**config.mk**
```make
export PLATFORM = sky130hd
export DESIGN_NAME = regdump_seq
export DESIGN_NICKNAME = d
export VERILOG_FILES = /design/src/rtl/regdump_pkg.sv /design/src/rtl/regdump_seq.sv
export SDC_FILE = /design/constraint.sdc
export NUM_CORES = 1
export LEC_CHECK = 0
export ABC_AREA = 0
export CORE_ASPECT_RATIO = 1.25
export CORE_MARGIN = 2
export CORE_UTILIZATION = 26
export CTS_CLUSTER_DIAMETER = 120
export DETAILED_ROUTE_END_ITERATION = 6
export GPL_TIMING_DRIVEN = 1
export PLACE_DENSITY = 0.53
export SLEW_MARGIN = 0
export SYNTH_ARGS = -nofsm -noshare
export SYNTH_HDL_FRONTEND = slang
export SYNTH_SLANG_ARGS = --single-unit
export TNS_END_PERCENT = 1
```
**constraint.sdc**
```tcl
create_clock -name clk -period 1.8 [get_ports clk]
set_input_delay 0.45 -clock clk [delete_from_list [all_inputs] [get_ports clk]]
set_output_delay 0.45 -clock clk [all_outputs]
set_load 0.02 [all_outputs]
```
**src/rtl/regdump_pkg.sv**
```systemverilog
// regdump_pkg: shared types and constants for the debug register-dump sequencer.
//   state_t           - sequencer states, one per byte slot plus IDLE/LOAD/DONE
//   IDX_TAG           - upper nibble of the per-register index byte
//   DEFAULT_SYNC_BYTE - frame start marker
//   drives_byte()     - true for states that present a byte on the stream
package regdump_pkg;

    typedef enum logic [3:0] {
        IDLE,
        SYNC,
        LOAD,
        IDX,
        B0,
        B1,
        B2,
        B3,
        DONE
    } state_t;

    localparam logic [3:0] IDX_TAG           = 4'h5;
    localparam logic [7:0] DEFAULT_SYNC_BYTE = 8'hA5;

    function automatic logic drives_byte(input state_t s);
        return (s == SYNC) || (s == IDX) || (s == B0) || (s == B1) ||
               (s == B2) || (s == B3);
    endfunction

endpackage

```
**src/rtl/regdump_seq.sv**
```systemverilog
// regdump_seq: debug register-dump sequencer.
// On start, walks the register-file debug select from FIRST_REG to LAST_REG,
// captures each 32-bit value and streams a frame of bytes:
//   SYNC_BYTE, then per register {IDX_TAG, index}, value[7:0] .. value[31:24].
// Ports:
//   clk, reset    - clock, synchronous active-high reset
//   start         - dump request (only honoured in IDLE)
//   busy, done    - frame in progress / one-cycle completion pulse
//   db_reg        - debug register select to the register file
//   db_val        - selected register value (combinational from db_reg)
//   tx_data/tx_valid/tx_ready - byte stream, valid/ready handshake
module regdump_seq
    import regdump_pkg::*;
#(
    parameter logic [3:0] FIRST_REG = 4'd0,
    parameter logic [3:0] LAST_REG  = 4'd15,
    parameter logic [7:0] SYNC_BYTE = DEFAULT_SYNC_BYTE
) (
    input  logic        clk,
    input  logic        reset,
    input  logic        start,
    output logic        busy,
    output logic        done,
    output logic [3:0]  db_reg,
    input  logic [31:0] db_val,
    output logic [7:0]  tx_data,
    output logic        tx_valid,
    input  logic        tx_ready
);

    state_t      state, state_nxt;
    logic [31:0] capture;
    logic [7:0]  byte_nxt;
    logic        accept;

    assign accept = tx_valid && tx_ready;

    always_ff @(posedge clk) begin
        if (reset) state <= IDLE;
        else       state <= state_nxt;
    end

    always_comb begin
        state_nxt = state;
        case (state)
            IDLE:    if (start)  state_nxt = SYNC;
            SYNC:    if (accept) state_nxt = LOAD;
            LOAD:                state_nxt = IDX;
            IDX:     if (accept) state_nxt = B0;
            B0:      if (accept) state_nxt = B1;
            B1:      if (accept) state_nxt = B2;
            B2:      if (accept) state_nxt = B3;
            B3:      if (accept) state_nxt = (db_reg == LAST_REG) ? DONE : LOAD;
            DONE:                state_nxt = IDLE;
            default:             state_nxt = IDLE;
        endcase
    end

    // Outputs are registered, so the byte is chosen for the state being
    // entered. While stalled the same state is re-entered and, since capture
    // and db_reg only move outside byte states, the byte reloads unchanged.
    always_comb begin
        byte_nxt = tx_data;
        case (state_nxt)
            SYNC:    byte_nxt = SYNC_BYTE;
            IDX:     byte_nxt = {IDX_TAG, db_reg};
            B0:      byte_nxt = capture[7:0];
            B1:      byte_nxt = capture[15:8];
            B2:      byte_nxt = capture[23:16];
            B3:      byte_nxt = capture[31:24];
            default: byte_nxt = tx_data;
        endcase
    end

    always_ff @(posedge clk) begin
        if (reset) begin
            tx_valid <= 1'b0;
            tx_data  <= 8'h00;
            busy     <= 1'b0;
            done     <= 1'b0;
            db_reg   <= FIRST_REG;
            capture  <= 32'h0;
        end else begin
            tx_valid <= drives_byte(state_nxt);
            busy     <= drives_byte(state_nxt) || (state_nxt == LOAD);
            done     <= (state_nxt == DONE);
            if (drives_byte(state_nxt))
                tx_data <= byte_nxt;
            // Only snapshot point for each register; later writes are not seen.
            if (state == LOAD)
                capture <= db_val;
            // Advance the select on the edge entering LOAD for the next register.
            if (state == B3 && accept && db_reg != LAST_REG)
                db_reg <= db_reg + 4'd1;
            if (state_nxt == IDLE)
                db_reg <= FIRST_REG;
        end
    end

endmodule

```
# Yosys cells after proc, flatten, opt, wreduce, memory -nomap -nowiden
# Cells that the tools add are included.
# totals
out_inout_bits	15
regBits	51
# classes
n_mux	10
n_reduce_logical	14
n_addsub	1
n_eq_ne	17
# op_table
cell	n
case mux 8 bit (6 select lines)	1
== test 4 x 3 -> 1 bit (second input constant)	8
two-way mux 4 bit	8
case mux 4 bit (8 select lines)	1
== test 4 x 2 -> 1 bit (second input constant)	4
== test 4 x 1 -> 1 bit (second input constant)	2
== test 4 bit (second input constant)	2
logical NOT 4 bit	2
logical OR 1 bit	6
nonzero test 6 bit	1
adder 4 x 1 -> 4 bit (second input constant)	1
inequality test 4 bit (second input constant)	1
logical AND 1 bit	3
AND reduction 2 bit	1
OR reduction 2 bit	1

# Logic depth before layout (Yosys ltp)
# Gate-level depths: netlist of the first run.
# depth
ltp_word	11
mapped_depth	7
depth_no_buf	6

# Worst setup path after synthesis of the first run
# OpenSTA, ideal clock, no wires.
# synth_timing
path_kind	input to register
start	input port tx_ready
end	register tx_data[0]
t_arrival_ps	1687
slack_ps	25
setup_time_ps	88
n_path_buf	2
cell_stages	7
path_cell_list	buf_6 -> and3_4 -> buf_6 -> or3b_4 -> a21oi_4 -> nand2_1 -> a311oi_2
# synth_via
elab_chain_cells	10
elab_cells_between_ends	22
# synth_lines
element	line	rtl
start: declaration	regdump_seq.sv:28	input logic tx_ready
logical AND 1 bit (*)	regdump_seq.sv:36	assign accept = tx_valid && tx_ready;
two-way mux 4 bit (tied with other cells)	regdump_seq.sv:53	B3: if (accept) state_nxt = (db_reg == LAST_REG) ? DONE : LOAD;
case mux 4 bit (8 select lines) (*)	regdump_seq.sv:45	case (state)
== test 4 x 1 -> 1 bit or == test 4 x 2 -> 1 bit (tied branches)	regdump_pkg.sv:24, regdump_seq.sv:64	
logical OR 1 bit (4 in series)	regdump_pkg.sv:24	return (s == SYNC) || (s == IDX) || (s == B0) || (s == B1) ||
logical OR 1 bit	regdump_pkg.sv:25	(s == B2) || (s == B3);
AND reduction 2 bit (no source line)	--	
end signal: assignment	regdump_seq.sv:88	tx_data <= byte_nxt;
end: declaration	regdump_seq.sv:26	output logic [7:0] tx_data,
# Every way passes the cells marked *; elsewhere a longest branch is shown, timed or not.
# A chain may end at the register's enable or synchronous reset.

# Worst setup path in the final report of the first run
# layout_timing
start	input port start
end	register tx_data[2]
# layout_via
elab_chain_cells	9
elab_cells_between_ends	16
# layout_lines
element	line	rtl
start: declaration	regdump_seq.sv:21	input logic start,
two-way mux 4 bit (*)	regdump_seq.sv:46	IDLE: if (start) state_nxt = SYNC;
case mux 4 bit (8 select lines) (*)	regdump_seq.sv:45	
== test 4 x 1 -> 1 bit or == test 4 x 2 -> 1 bit (tied branches)	regdump_pkg.sv:24, regdump_seq.sv:64	
logical OR 1 bit (4 in series)	regdump_pkg.sv:24	
logical OR 1 bit	regdump_pkg.sv:25	
AND reduction 2 bit (no source line)	--	
# Marks and branches as above.

==> summary.md, run 1 <==
| Metric | Value |
|---|---|
| Largest register by flop count | capture |
| PD cells | 689.2 nW/um^2 |
| Die area | 9498 um^2 |
| Setup CP Type | in2reg |
| Non-Filler Instances | 470 |
| EDFF count, synth | 0 |
| Final Net Count | 386 |
| Slew headroom | 75.77% |
| RSZ-0062 raised after global routing | true |
| Layout cells sized above 1 | about 17% |
| Largest net degree at the start of global routing | 34 |
| Final period util | 99.71% |
| Mean routed wirelength per cell | roughly 14 um |
| Routability Congestion | 0.8240 |
| Clk sinks | 51 |
| Status | finished clean |
| Mapped Area | 2270 um^2 |
| Req. time, crit path | 1.98 ns |
| Via density | 4.613 |
| Number of global-route vias before repair | ~2,000 |
| Area of the core | 8606 um^2 |
| Placed cell area | 3092 um^2 |
| CTS tree | done |
| Final-report setup violation count | 0 |
| Seq/Total Area, Yosys | 44.98% |
| DR pass1 iterations | 6 |
| WP data arrival | 1.97 ns |
| 1st-iter DRT viols | 174 |
| Leak | 1.149 nW |
| Final Hold Viols | 0 |
| Inserted Clock Buffers | 5 |
| Initial core utilization | 26.37% |
| Initial antenna violation count | 0 |
| Regs by FF count | capture (32), tx_data (8) |
| Synth Register Bits | 51 |
| Clk_skew | about 0.010 ns |
| Total chip power | roughly 0.0022 W |
| Mean Syn Cell Area | 8.164 um^2 |
| Top_reg_cell synth | dfxtp_1 |
| Synth Warn # | 0 |
| Distinct cells, synth | 47 |
| Finished layout cell area | 3202 um^2 |
| Synth Net Count | 315 |
| Die Wd | 87.57 um |
| CP startpoint kind | input pin |
| Synthesized netlist cell count | about 280 |
| Register Area | 1026 um^2 |
| Hold-fix buffer count after cts | 0 |
| Ys async rst share | 0% |
| Final Max Slew Viols | 0 |
| Layout area overhead | 41.07% |
| DRC | 0 |
| I/O Buffers | 50 |
| Fmax | roughly 560 MHz |
| Io pins | 51 |
| Total number of vias | 2,168 |
| Total gr overflow | 0 |
| Final-layout fill cell count | 901 |
| Routed WL | ~6400 um |
| Max_cap viols | 0 |
| Crit-path max FO | 5 |
| Post-route ant nets | 0 |
| Maximum buffer depth of the clock tree | 2 |
| Multi-input combinational cell area | around 1200 um^2 |
| Clock Latency Late Sink | 0.31 ns |
| Hold Crit Class | reg2reg |
| Maximum VDD drop | 0.2654 mV |
| Fin crit period | between 1.5 and 2 ns |
| Largest register FFs | 32 |
| First-pass GRT wire length | 10,050 um |
| Post-CTS setup buffer count | 0 |
| Clk pin slew, worst setup/hold paths | 0.09 ns |
| Die height | 108.5 um |
| Fin Hold WS | 0.4586 ns |
| HPWL after DPL | 4919 um |
| Critical path capture point type | register |
| CTS H-tree depth | 2 |
| Worst Tran Pin Value | approximately 0.36 ns |
| # diodes | 0 |
| DP Cell Count | 462 |
| Root Buffer Master | clkbuf_8 |
| GRT Util Overall | 13.80% |
| # rows | 38 |
## metrics by stage
step           setup WS, ns  utilization (%)  setup TNS (ns)
3_5_place_dp        -0.4893            35.93          -5.585
4_1_cts            -0.01162            37.07        -0.01162
2_1_floorplan       0.02488                -               0
5_1_grt           -0.005222            37.21       -0.005222
6_report           0.005205            37.21               0
3_3_place_gp        -0.4504            35.93          -5.311
## area by class of cell
type	instances	area share [%]
sequential	51	32.04
tap	120	4.689
clock inverter	1	0.2735
clock buffer	7	2.696
multi-input combinational	205	36.07
inverter	1	0.1172
timing repair buffer	85	24.11
## Yosys cell counts, types with 4 or more instances
library cell  count  area share, %
a21oi_1          39            8.6
clkbuf_1         14            2.3
dfxtp_1          51             45
nor4_1            4            1.1
o21ai_0           7            1.5
a222oi_1          4            1.8
nor2_1           15            2.5
nand2_1          74             12
nor3_1            7            1.5
a211oi_1          6            2.0
## metal layers
metal / up-vias / GRT usage [%] / routed length, um
li1: 1112 / - / -
met1: 1005 / 17.71 / 2806
met2: 43 / 23.27 / 3272
met3: 8 / 2.290 / 214
met4: 0 / 4.615 / 92
met5: - / 0 / 0
## logic make-up after synthesis
kind of cell	after synthesis	synth area share, %
and+or+nand+nor	120	24.15
DFF	51	44.98
AOI/OAI and AO/OA	75	21.33
buffers and inverters	22	4.961
muxes	6	2.866
adders and majority gates	1	0.5512
xor gates and xnor gates	3	1.158
## report_power, final
group          total, W  internal, W  switching, W
clock          0.000706     0.000316      0.000390
combinational  0.000306     0.000169      0.000137
sequential      0.00119      0.00116     0.0000331
## path summary, 6_finish.rpt
path,slack (ns),start,cells past startpoint,endpoint
max,0.005,start,6,tx_data[2]$_SDFFE_PP0P_
min,0.46,capture[12]$_SDFFE_PP0P_,2,capture[12]$_SDFFE_PP0P_
max reg2reg,0.05,state[1]$_SDFF_PP0_,5,tx_data[2]$_SDFFE_PP0P_
min reg2reg,0.46,capture[12]$_SDFFE_PP0P_,2,capture[12]$_SDFFE_PP0P_
## worst max-delay path, stage by stage
cell and delay (ns):
clkdlybuf4s50_1 0.44, nor4_4 0.22, a211o_1 0.27, mux2_2 0.37
nand2_1 0.11, a311oi_1 0.11
## what timing repair did
item,CTS,global route
resized for setup,7,5
pin swaps,0,1
endpoints found under the setup margin,16,16
## cells in the final DEF, fill, tap and decap left out, types with 2 or more instances in the layout
master | netlist | final
o21ai_0 | 7 | 7
clkbuf_8 | 0 | 6
clkdlybuf4s50_1 | 0 | 44
a221oi_1 | 2 | 2
a211oi_1 | 6 | 6
and2_1 | 3 | 3
o211ai_1 | 2 | 2
a21oi_1 | 39 | 39
nor3_1 | 7 | 5
mux2_2 | 3 | 3
nor2_1 | 15 | 15
nor3_2 | 0 | 2
nand3b_1 | 3 | 3
dfxtp_1 | 51 | 47
xor2_1 | 2 | 2
nor4_1 | 4 | 4
a31oi_1 | 2 | 2
nand2_1 | 74 | 74
dlygate4sd2_1 | 0 | 5
dfxtp_2 | 0 | 4
or3_1 | 3 | 3
a22oi_1 | 2 | 2
mux2i_1 | 2 | 2
a21o_1 | 2 | 2
buf_4 | 1 | 34
a222oi_1 | 4 | 4
o2111ai_1 | 2 | 2
Power figures use the tool's default switching activity.
==> run 2: changes to the inputs <==
--- a/config.mk
+++ b/config.mk
@@ -6,8 +6,9 @@
 export NUM_CORES = 1
 export LEC_CHECK = 0
 export ABC_AREA = 0
+export CAP_MARGIN = 5
 export CORE_ASPECT_RATIO = 1.25
-export CORE_MARGIN = 2
+export CORE_MARGIN = 10
 export CORE_UTILIZATION = 26
 export CTS_CLUSTER_DIAMETER = 120
 export DETAILED_ROUTE_END_ITERATION = 6
==> summary.md, run 2 (same netlist as run 1, synthesis figures left out) <==
| Metric | Value |
|---|---|
| Most frequent cells in the layout | nand2_1, dfxtp_1, clkdlybuf4s50_1, a21oi_1, buf_4 |
| HPWL after DPL | slightly above 5000 um |
| DRC | 0 |
| Final Net Count | 382 |
| Crit-path max FO | 2 |
| WP data arrival | 1.30 ns |
| Area of the core | 8606 um^2 |
| Slew headroom | 72.90% |
| Commonest non-fill, non-tap cell in the layout | nand2_1 |
| Final period util | 97.02% |
| CP startpoint kind | register |
| Reg2Reg Setup Slack | 0.14 ns |
| Setup CP Type | reg2out |
| Final-report setup violation count | 0 |
| DP Cell Count | 458 |
| Total number of vias | 2,195 |
| CTS H-tree depth | 2 |
| First-pass GRT wire length | 10,870 um |
| Maximum buffer depth of the clock tree | 2 |
| Layout area overhead | 41.18% |
| Fin crit period | 1.746 ns |
| Leak | 1.160 nW |
| Req. time, crit path | 1.35 ns |
| I/O Buffers | 50 |
| # diodes | 0 |
| Inserted Clock Buffers | 5 |
| 1st-iter DRT viols | 123 |
| Fin Hold WS | 0.4559 ns |
| CP peak stage delay | 0.62 ns |
| CTS tree | done |
| Setup tns final | 0 ns |
| Routability Congestion | ~0.83 |
| Die Wd | roughly 100 um |
| Routed WL | 6631 um |
| Regs by FF count | capture (32), tx_data (8) |
| Fmax | 572.6 MHz |
| Layout cells sized above 1 | 15.61% |
| Hold Crit Class | reg2reg |
| Slowest CP cell | clkdlybuf4s50_1 |
| Crit-path leading delay family | buffers and inverters |
| Buffers and inverters on the worst path | 1 |
| Die height | 124.5 um |
| Final Hold Viols | 0 |
| Largest register by flop count | capture |
| Root Buffer Master | clkbuf_8 |
| DR pass1 iterations | 6 |
| Largest register FFs | 32 |
| PD cells | 728.4 nW/um^2 |
| Io pins | 51 |
| Initial antenna violation count | 0 |
| Total chip power | 0.002334 W |
| Non-Filler Instances | 466 |
| Final-layout fill cell count | about 900 |
| Final Max Slew Viols | 0 |
| Status | finished clean |
| Number of global-route vias before repair | between 2,000 and 2,500 |
| GRT Util Overall | 10.12% |
| Maximum VDD drop | ~0.36 mV |
| Clk sinks | between 50 and 60 |
| Max_cap viols | 0 |
| Largest net degree at the start of global routing | 29 |
| Initial core utilization | a little over a quarter |
| Mean routed wirelength per cell | 14.23 um |
| Clk pin slew, worst setup/hold paths | 0.10 ns |
| Die area | 12,890 um^2 |
| Crit-path cells | clkdlybuf4s50_1 |
| Worst Tran Pin Value | 0.4034 ns |
| Post-route ant nets | 0 |
| Via density | 4.710 |
| Total gr overflow | 0 |
| Critical path capture point type | primary output |
| # rows | 38 |
| Post-CTS setup buffer count | 0 |
| Clock Latency Late Sink | about 0.31 ns |
| RSZ-0062 raised after global routing | true |
| Clk_skew | 0.01265 ns |
==> run 2: final timing paths <==
path / from / depth (start not counted) / endpoint
setup reg to reg: state[1]$_SDFF_PP0_ / 5 / tx_data[4]$_SDFFE_PP0P_
setup / recovery: tx_data[3]$_SDFFE_PP0P_ / 1 / tx_data[3]
hold / removal: capture[4]$_SDFFE_PP0P_ / 2 / capture[4]$_SDFFE_PP0P_
hold reg to reg: capture[4]$_SDFFE_PP0P_ / 2 / capture[4]$_SDFFE_PP0P_
==> run 2: stage by stage <==
stage,setup slack (ns),utilization (%),cell area (um^2)
floorplan,0.02488,-,2270
global placement,-0.4749,35.72,3074
detailed placement,-0.5113,35.72,3074
CTS,-0.001550,37.05,3188
global route,-0.03356,37.23,3204
finish,0.05368,37.23,3204
==> run 2: per-layer routing <==
metal | up-vias | GRT usage (%) | wire length, um
met1 | 1032 | 12.14 | 2917
met3 | 9 | 2.070 | 233
li1 | 1109 | - | -
met4 | 0 | 3.577 | 102
met5 | - | 0 | 0
met2 | 45 | 17.34 | 3378
==> run 2: area by class of cell <==
cell class	count	area, um^2	area share [%]
Clock buffer	6	82.58	2.577
Clock inverter	2	35.03	1.093
Inverter	1	3.754	0.1171
Multi-Input combinational cell	205	1150	35.88
Sequential cell	51	1025	31.98
Tap cell	120	150.1	4.686
Timing Repair Buffer	81	758.2	23.66
==> run 2: where the power goes <==
part           internal, W  total [W]  switching [W]
clock             0.000450   0.000834       0.000384
sequential         0.00116    0.00119      0.0000309
combinational     0.000170   0.000308       0.000138
total              0.00178    0.00233       0.000553
==> run 2: repair_timing <==
action	CTS	global route
endpoints found under the hold margin	0	0
endpoints found under the setup margin	15	8
resized for setup	5	6
hold buffers	0	0
==> run 3: changes to the inputs <==
--- a/config.mk
+++ b/config.mk
@@ -13,7 +13,7 @@
 export CTS_CLUSTER_DIAMETER = 120
 export DETAILED_ROUTE_END_ITERATION = 6
 export GPL_TIMING_DRIVEN = 1
-export PLACE_DENSITY = 0.53
+export PLACE_DENSITY = 0.52
 export SLEW_MARGIN = 0
 export SYNTH_ARGS = -nofsm -noshare
 export SYNTH_HDL_FRONTEND = slang
==> constraint.sdc (replaced) <==
create_clock -name clk -period 2.1 [get_ports clk]
set_input_delay 0.525 -clock clk [delete_from_list [all_inputs] [get_ports clk]]
set_output_delay 0.525 -clock clk [all_outputs]
set_load 0.02 [all_outputs]
==> summary.md, run 3 (same netlist as run 1, synthesis figures left out) <==
| Metric | Value |
|---|---|
| Die height | 124.5 um |
| DR pass1 iterations | 4 |
| Final Max Slew Viols | 0 |
| PD cells | a little under 600 nW/um^2 |
| Sw Share | 25.40% |
| Crit-path leading delay family | buffers and inverters |
| Layout cells sized above 1 | around 14% |
| Worst Tran Pin Value | 0.5641 ns |
| Die Wd | 103.6 um |
| CTS H-tree depth | 2 |
| Final-layout fill cell count | ~930 |
| I/O Buffers | 50 |
| Slew headroom | 62.34% |
| Commonest non-fill, non-tap cell in the layout | nand2_1 |
| Largest net degree at the start of global routing | 39 |
| Final Hold Viols | 0 |
| Crit-path cells | clkdlybuf4s50_1 |
| # rows | 38 |
| Clock Power Share | between 20% and 30% |
| Inserted Clock Buffers | 5 |
| Fin crit period | 1.967 ns |
| Total gr overflow | 0 |
| WP data arrival | 1.44 ns |
| Hold Crit Class | reg2reg |
| Total chip power | 0.001820 W |
| Clk_skew | 0.009560 ns |
| Io pins | 51 |
| GRT Util Overall | 10.39% |
| Routed WL | 6702 um |
| Max_cap viols | 0 |
| Clk sinks | 51 |
| Slowest CP cell | clkdlybuf4s50_1 |
| CTS tree | done |
| Regs by FF count | capture (32), tx_data (8) |
| RSZ-0062 raised after global routing | false |
| Placement-stage worst setup slack | -0.3409 ns |
| Fin Hold WS | roughly 0.46 ns |
| Largest register by flop count | capture |
| CP peak stage delay | 0.67 ns |
| Pint | 0.001357 W |
| Clk pin slew, worst setup/hold paths | 0.09 ns |
| Status | finished clean |
| Mean routed wirelength per cell | 14.54 um |
| Largest register FFs | 32 |
| Flop pwr share | 56.3% |
| Die area | 12,890 um^2 |
| Initial core utilization | 26.37% |
| Leak | around 1.1 nW |
| Number of global-route vias before repair | 2,201 |
| Maximum buffer depth of the clock tree | 2 |
| Via density | 4.731 |
| Area of the core | between 8000 and 9000 um^2 |
| Finished layout cell area | approximately 3100 um^2 |
| Post-route ant nets | 0 |
| Final Net Count | 379 |
| Clock Latency Late Sink | 0.31 ns |
| Root Buffer Master | clkbuf_8 |
| Combinational share of power | 13.9% |
| Maximum VDD drop | between 0.2 and 0.25 mV |
| Critical path capture point type | primary output |
| Final-report setup violation count | 0 |
| CP startpoint kind | register |
| Reg2Reg Setup Slack | ~0.17 ns |
| Placed cell area | 3039 um^2 |
| 1st-iter DRT viols | 129 |
| Hold-fix buffer count after cts | 0 |
| DRC | 0 |
| Psw | 0.0004622 W |
| Final setup margin | between 0.1 and 0.15 ns |
| Fmax | 508.4 MHz |
| Most frequent cells in the layout | nand2_1, dfxtp_1, clkdlybuf4s50_1, a21oi_1, buf_4 |
| Req. time, crit path | 1.57 ns |
| Setup CP Type | reg2out |
| Post-CTS setup buffer count | 0 |
| Layout area overhead | 37.27% |
| HPWL after DPL | 5180 um |
| Final period util | between 90% and 100% |
| Buffers and inverters on the worst path | 1 |
| First-pass GRT wire length | 11,110 um |
| # diodes | 0 |
| Routability Congestion | 0.8095 |
| Total number of vias | 2,181 |
| Crit-path max FO | 5 |
| Initial antenna violation count | 0 |
run 3: per-layer routing:
metal | share of wire [%] | GRT usage (%) | vias up
met4 | 1.6 | 3.744 | 0
met1 | 43 | 11.86 | 1037
li1 | - | - | 1102
met3 | 3.3 | 1.812 | 7
met5 | 0 | 0 | -
met2 | 52 | 18.76 | 35
run 3: power by group through the flow:
stage                     clock network, W  logic [W]  registers (W)
after floorplan                          0   0.000113        0.00104
after global placement                   0   0.000253        0.00105
after detailed placement                 0   0.000254        0.00105
after CTS                         0.000556   0.000255        0.00103
after global routing              0.000594   0.000277        0.00103
final                             0.000543   0.000252        0.00102
run 3: final timing paths:
kind                              endpoint                     start  cells after the start
setup / recovery                 db_reg[0]    db_reg[0]$_SDFFE_PP0P_                      1
setup reg to reg   tx_data[0]$_SDFFE_PP0P_       state[1]$_SDFF_PP0_                      5
hold reg to reg   capture[24]$_SDFFE_PP0P_  capture[24]$_SDFFE_PP0P_                      2
hold / removal    capture[24]$_SDFFE_PP0P_  capture[24]$_SDFFE_PP0P_                      2
run 3: metrics by stage:
stage	TNS [ns]	utilization [%]	instances
2_1_floorplan	0	-	278
3_3_place_gp	-2.732	35.32	455
3_5_place_dp	-3.041	35.32	455
4_1_cts	0	36.19	461
5_1_grt	0	36.20	461
6_report	0	36.20	461
run 3: worst min-delay path, cell delays in order, from the launching register on:
cell and delay (ns):
dfxtp_1 0.32, nand2_1 0.05, a21oi_1 0.05
run 3: final cells by class:
type,count,area (um^2),share of cell area [%]
Clock buffer,5,68.82,2.209
Clock inverter,1,7.507,0.2410
Inverter,1,3.754,0.1205
Multi-Input combinational cell,205,1141,36.63
Sequential cell,51,1022,32.81
Tap cell,120,150.1,4.819
Timing Repair Buffer,78,721.9,23.17
run 3: repair_timing:
action / CTS / global route
cloned: 0 / 0
endpoints found under the setup margin: 4 / 1
resized for setup: 1 / 1
